File: src/rtl/partial_sum_sched_if.sv
// Lane-vector streaming bundle between the partial-sum adder, the multi-pass
// accumulator and the activation/quantise stage (valid/ready on both sides).
interface partial_sum_sched_if #(
   parameter int CH    = 64,
   parameter int IN_W  = 8,
   parameter int ACC_W = 12
);
   logic                    in_valid;
   logic                    in_ready;
   logic signed [IN_W-1:0]  in_data [CH];
   logic                    out_valid;
   logic                    out_ready;
   logic signed [ACC_W-1:0] out_data [CH];

   // master is the surrounding datapath, slave is the accumulator block
   modport master (
      output in_valid, in_data, out_ready,
      input  in_ready, out_valid, out_data
   );

   modport slave (
      input  in_valid, in_data, out_ready,
      output in_ready, out_valid, out_data
   );
endinterface

File: src/rtl/partial_sum_sched.sv
// Multi-pass saturating accumulator: folds NUM_PASS beats of CH signed lane
// sums into one ACC_W-bit vector and hands it downstream under valid/ready.
module partial_sum_sched #(
   parameter int CH       = 64,
   parameter int IN_W     = 8,
   parameter int ACC_W    = 12,
   parameter int NUM_PASS = 9
) (
   input  logic                 clk,
   input  logic                 rst,
   input  logic                 start,
   partial_sum_sched_if.slave   bus,
   output logic                 busy,
   output logic                 done
);

   typedef enum logic [1:0] {IDLE, ACCUM, OUTPUT} state_t;

   localparam logic signed [ACC_W-1:0] ACC_MAX = {1'b0, {(ACC_W-1){1'b1}}};
   localparam logic signed [ACC_W-1:0] ACC_MIN = {1'b1, {(ACC_W-1){1'b0}}};
   localparam logic [7:0]              LAST_PASS = 8'(NUM_PASS - 1);

   state_t                  state;
   state_t                  state_nxt;
   logic [7:0]              pass_cnt;
   logic [7:0]              pass_cnt_nxt;
   logic                    done_nxt;
   logic                    hs;
   logic signed [ACC_W-1:0] acc [CH];

   function automatic logic signed [ACC_W-1:0] sext(input logic signed [IN_W-1:0] v);
      return {{(ACC_W-IN_W){v[IN_W-1]}}, v};
   endfunction

   // One guard bit catches overflow; the two top bits disagree exactly when it happens
   function automatic logic signed [ACC_W-1:0] sat_add(input logic signed [ACC_W-1:0] a,
                                                        input logic signed [IN_W-1:0]  b);
      logic signed [ACC_W:0] s;
      s = {a[ACC_W-1], a} + {b[IN_W-1], sext(b)};
      if (s[ACC_W] != s[ACC_W-1])
         return s[ACC_W] ? ACC_MIN : ACC_MAX;
      return s[ACC_W-1:0];
   endfunction

   always_comb begin
      state_nxt     = state;
      pass_cnt_nxt  = pass_cnt;
      done_nxt      = 1'b0;
      hs            = 1'b0;
      bus.in_ready  = 1'b0;
      bus.out_valid = 1'b0;
      case (state)
         IDLE: begin
            if (start) begin
               state_nxt    = ACCUM;
               pass_cnt_nxt = '0;
            end
         end
         ACCUM: begin
            bus.in_ready = 1'b1;
            hs           = bus.in_valid;
            if (hs) begin
               if (pass_cnt == LAST_PASS) begin
                  state_nxt    = OUTPUT;
                  pass_cnt_nxt = '0;
               end else begin
                  pass_cnt_nxt = pass_cnt + 8'd1;
               end
            end
         end
         OUTPUT: begin
            bus.out_valid = 1'b1;
            if (bus.out_ready) begin
               done_nxt  = 1'b1;
               state_nxt = IDLE;
            end
         end
         default: state_nxt = IDLE;
      endcase
   end

   always_ff @(posedge clk or posedge rst) begin
      if (rst) begin
         state    <= IDLE;
         pass_cnt <= '0;
         done     <= 1'b0;
      end else begin
         state    <= state_nxt;
         pass_cnt <= pass_cnt_nxt;
         done     <= done_nxt;
      end
   end

   // First beat of a job overwrites the lane, so no separate clear cycle is needed
   always_ff @(posedge clk or posedge rst) begin
      if (rst) begin
         for (int k = 0; k < CH; k++) acc[k] <= '0;
      end else if (hs) begin
         for (int k = 0; k < CH; k++)
            acc[k] <= (pass_cnt == 8'd0) ? sext(bus.in_data[k]) : sat_add(acc[k], bus.in_data[k]);
      end
   end

   always_comb begin
      for (int k = 0; k < CH; k++) bus.out_data[k] = acc[k];
   end

   assign busy = (state != IDLE);

endmodule
File: src/flat_wrapper.sv
// flat-port wrapper written by rule: the top's interface ports become plain ports
module partial_sum_sched_flat 
#(
   parameter int CH       = 64,
   parameter int IN_W     = 8,
   parameter int ACC_W    = 12,
   parameter int NUM_PASS = 9
)
  (clk, rst, start, busy, done, bus_in_valid, bus_in_data, bus_out_ready, bus_in_ready, bus_out_valid, bus_out_data);
  partial_sum_sched_if #(.CH(CH), .IN_W(IN_W), .ACC_W(ACC_W)) bus_i ();
  input  logic clk;
  input  logic rst;
  input  logic start;
  output logic busy;
  output logic done;
  input wire logic [$bits(bus_i.in_valid)-1:0] bus_in_valid;
  input wire logic [$bits(bus_i.in_data)-1:0] bus_in_data;
  input wire logic [$bits(bus_i.out_ready)-1:0] bus_out_ready;
  output wire logic [$bits(bus_i.in_ready)-1:0] bus_in_ready;
  output wire logic [$bits(bus_i.out_valid)-1:0] bus_out_valid;
  output wire logic [$bits(bus_i.out_data)-1:0] bus_out_data;
  assign bus_i.in_valid = bus_in_valid;
  assign bus_i.in_data = {>>{bus_in_data}};
  assign bus_i.out_ready = bus_out_ready;
  assign bus_in_ready = bus_i.in_ready;
  assign bus_out_valid = bus_i.out_valid;
  assign bus_out_data = {>>{bus_i.out_data}};
  partial_sum_sched #(.CH(CH), .IN_W(IN_W), .ACC_W(ACC_W), .NUM_PASS(NUM_PASS)) u_core (.clk(clk), .rst(rst), .start(start), .bus(bus_i), .busy(busy), .done(done));
endmodule
File: config.mk
export PLATFORM = sky130hd
export DESIGN_NAME = partial_sum_sched_flat
export DESIGN_NICKNAME = d
export VERILOG_FILES = /design/src/rtl/partial_sum_sched_if.sv /design/src/rtl/partial_sum_sched.sv /design/src/flat_wrapper.sv
export SDC_FILE = /design/constraint.sdc
export NUM_CORES = 2
export LEC_CHECK = 0
export ABC_CLOCK_PERIOD_IN_PS = 48900
export CAP_MARGIN = 20
export CORE_AREA = 10 10 488 490
export CTS_CLUSTER_DIAMETER = 200
export CTS_CLUSTER_SIZE = 25
export DETAILED_ROUTE_END_ITERATION = 8
export DIE_AREA = 0 0 498 500
export GPL_TIMING_DRIVEN = 0
export PLACE_DENSITY = 0.6
export SLEW_MARGIN = 25
export SYNTH_ARGS = -nofsm -noshare
export SYNTH_HDL_FRONTEND = slang
export SYNTH_SLANG_ARGS = --single-unit
File: constraint.sdc
create_clock -name clk -period 48.9 [get_ports clk]
set_input_delay 4.89 -clock clk [delete_from_list [all_inputs] [get_ports clk]]
set_output_delay 4.89 -clock clk [all_outputs]
set_load 0.05 [all_outputs]
==> impl_summary.log <==
[metrics] source of the worst hold timing path: u_core.pass_cnt[7]
[metrics] CTS root buffer: clkbuf_16
[metrics] die outline area: around 250000 um2
[metrics] Synth Cell Area: about 70000 um2
[metrics] Cell variety after synth: a little over 100
[metrics] worst hold-check path type: flop to flop
[metrics] antenna violations before repair: between 150 and 200
[metrics] CP most frequent cell: buf_2
[metrics] Clock Sinks: just under 800
[metrics] top-area cell type share of the netlist area: between 20% and 30%
[metrics] Cells on Worst Hold Path: 1
[metrics] clock tree from TritonCTS: yes
[metrics] transition time at the pin with the least slew margin: 1100 ps
[metrics] post-detailed-route DRC marker count: 0
[metrics] Die Y: ~500 um
[metrics] worst r2r dst: u_core.bus.out_data[481]
[metrics] depth of the worst register-to-register path: 9
[metrics] starting utilization of the core area: between 30% and 40%
[metrics] final slew viol count: 0
[metrics] Core Region: about 230000 um2
[metrics] aggregate routed wire length: 419000 um
[metrics] Worst R2R Setup Slack: 43750 ps
[metrics] global-route wire length before repair: between 500000 and 600000 um
[metrics] CP top delay family: buffers and inverters
[metrics] Max stage delay cell, worst path: buf_2
[metrics] remaining global-route overflow: 0
[metrics] final RePlAce weighted congestion: 0.969
[metrics] number of search-and-repair iterations in the first detailed-routing pass: 5
[metrics] largest cells by area after synthesis: dfrtp_1 (28%), ha_1 (14%), a21oi_1 (6.1%)
[metrics] period utilisation layout: between 15 and 20%
[metrics] P&R area growth vs syn: 28.2%
[metrics] Arr. time, crit path: around 8600 ps
[metrics] reported max-cap violation count: 0
[metrics] number of routed nets with antenna violations: 0
[metrics] setup repair after global routing missed its margin: no
[metrics] critical path endpoint category: flop
[metrics] number of top-level pins: 1289
[metrics] CTS resizes: 0
[metrics] number of instances in the synthesized netlist: 8499
[metrics] fraction of final layout cells with drive strength greater than 1: 4.97%
[metrics] largest area contributor in the netlist: dfrtp_1
[metrics] Post-Syn Nets: 9850
[metrics] count of buffer and inverter cells on the critical path: 6
[metrics] total number of yosys warnings: 0
[metrics] sequential-to-total area share from yosys stat: around 28%
[metrics] required time at the worst-slack endpoint: between 40000 and 50000 ps
[metrics] Setup violations, final: 0
[metrics] end of the worst hold path: u_core.pass_cnt[7]
[metrics] most frequent cells after synthesis: nor2_1 (960), a21oi_1 (856), dfrtp_1 (779), ha_1 (770), nand2_1 (749)
[metrics] maximum count of clock buffers along a single path: 3
[metrics] DP HPWL: between 300000 and 400000 um
[metrics] Main synth FF type: dfrtp_1
[metrics] worst flop-to-flop path startpoint: u_core.pass_cnt[4]
[metrics] Clk pin slew, worst setup/hold paths: ~120 ps
[metrics] Critical Path Source Type: input pin
[metrics] number of design-rule violations left by the first detailed-router iteration: 7195
[metrics] final setup skew: 27.9 ps
[metrics] largest net degree at the start of global routing: slightly below 90
[metrics] hold buffer count at cts: 0
[metrics] Peak Freq: about 130 MHz
[metrics] sum of negative setup slack: 0 ps
[metrics] kind of critical path: input pin to flop
[metrics] CP Cell Sequence: clkdlybuf4s50_1 > and2_1 > buf_2 > buf_2 > buf_2 > clkbuf_2 > buf_16 > o21ai_0 > o211ai_1
[metrics] H-Tree Depth: 2
[metrics] # port buffers: roughly 1300
[metrics] top fanout value on the critical path: 10
[metrics] vias after detailed routing: ~76000
[metrics] detailed route wirelength on metal2: ~190000 um
[metrics] cell with the most instances after synthesis: nor2_1
[metrics] number of enable-type register cells in the synthesized netlist: 0
[metrics] Routed WL per cell: 32.2 um
[metrics] global-route usage over all layers: 31.8%
[metrics] later-pin clock latency in the skew report: slightly above 700 ps
[metrics] uppermost layer routed: met5
[metrics] Worst slew margin: around a quarter
[metrics] Async S/R FF share, synth: 100%
[metrics] via count normalized by instance count: 5.82
[metrics] cell row count: ~180
[metrics] Layout Nets: 11200
[metrics] total routed wire length on the met1 layer: 162000 um
[metrics] Max stage delay on crit path: 910 ps
[metrics] count of buffers added by post-CTS timing repair for setup: 0
[metrics] final worst path period need: approximately 8000 ps
[metrics] result of the run: complete, no violations
[metrics] Met3 Routed Length: between 40000 and 50000 um
[metrics] Mean Syn Cell Area: between 8 and 9 um2
[metrics] number of hold-slack violations in the final timing report: 0
[metrics] die extent in x: 498 um
[metrics] number of global-route vias before repair: around 70000
[metrics] post-synthesis sequential element count: around 780
[metrics] TritonCTS Buffers: 38
==> per-layer routing <==
layer | global-route usage, % | up-vias
met2 | 50.3 | 3624
met3 | 10.3 | 780
met4 | 19.2 | 62
met1 | 37.7 | 37000
li1 | - | 34200
met5 | 0 | -
==> sequential cells by signal (all words and copies together) (netlist names) <==
name	count
u_core.done	1
u_core.state	2
u_core.pass_cnt	8
u_core.bus.out_data	768
==> cells by family after synthesis <==
family	synth area share, %
AO/OA/AOI/OAI	29.0
AND/OR/NAND/NOR	17.5
adder cells (fa/ha/maj)	15.7
flip-flops	27.9
buffers and inverters	3.58
XOR/XNOR	5.77
multiplexers	0.638
==> worst max-delay path by stage <==
stage                                 from                        to  slack [ps]  cells after the start
after CTS                 bus_in_data[336]  u_core.bus.out_data[505]       41010                     12
after global routing      bus_in_data[336]  u_core.bus.out_data[512]       40700                     12
after floorplan                        rst    u_core.bus.out_data[0]       22140                      1
final                         bus_in_valid  u_core.bus.out_data[272]       40930                      9
after global placement                 rst  u_core.bus.out_data[662]        8180                      2
after detailed placement  bus_in_data[336]  u_core.bus.out_data[505]       40240                     12
==> cell type report <==
cell class	count	area, um2
Antenna cell	82	205
Buffer	265	1270
Clock buffer	43	1040
Clock inverter	3	52.6
Fill cell	23100	139000
Inverter	365	1380
Multi-Input combinational cell	7090	47900
Sequential cell	779	19500
Tap cell	3026	3790
Timing Repair Buffer	1353	14500
==> stage by stage <==
stage,utilization [%],std cells,instance area (um2),worst slack [ps],hold slack (ps)
2_1_floorplan,-,8499,69800,22140,447
3_3_place_gp,37.9,12800,86500,8180,472
3_5_place_dp,38.6,12900,88300,40240,483
4_1_cts,39.1,12900,89400,41010,499
5_1_grt,39.1,13000,89500,40700,517
6_report,39.2,13000,89600,40930,499
==> layout by cell type, fill, tap and decap left out, types with 155 or more instances in the layout <==
cell type        count
a21o_1             203
a21oi_1            856
a31oi_1            234
clkdlybuf4s50_1   1286
dfrtp_1            779
ha_1               770
inv_1              364
nand2_1            749
nand2b_1           187
nand3_1            155
nor2_1             960
o21ai_0            622
xnor2_1            369
Power is not shown: default switching activity piles up to over one toggle a cycle in this logic, so the estimate is an artifact.
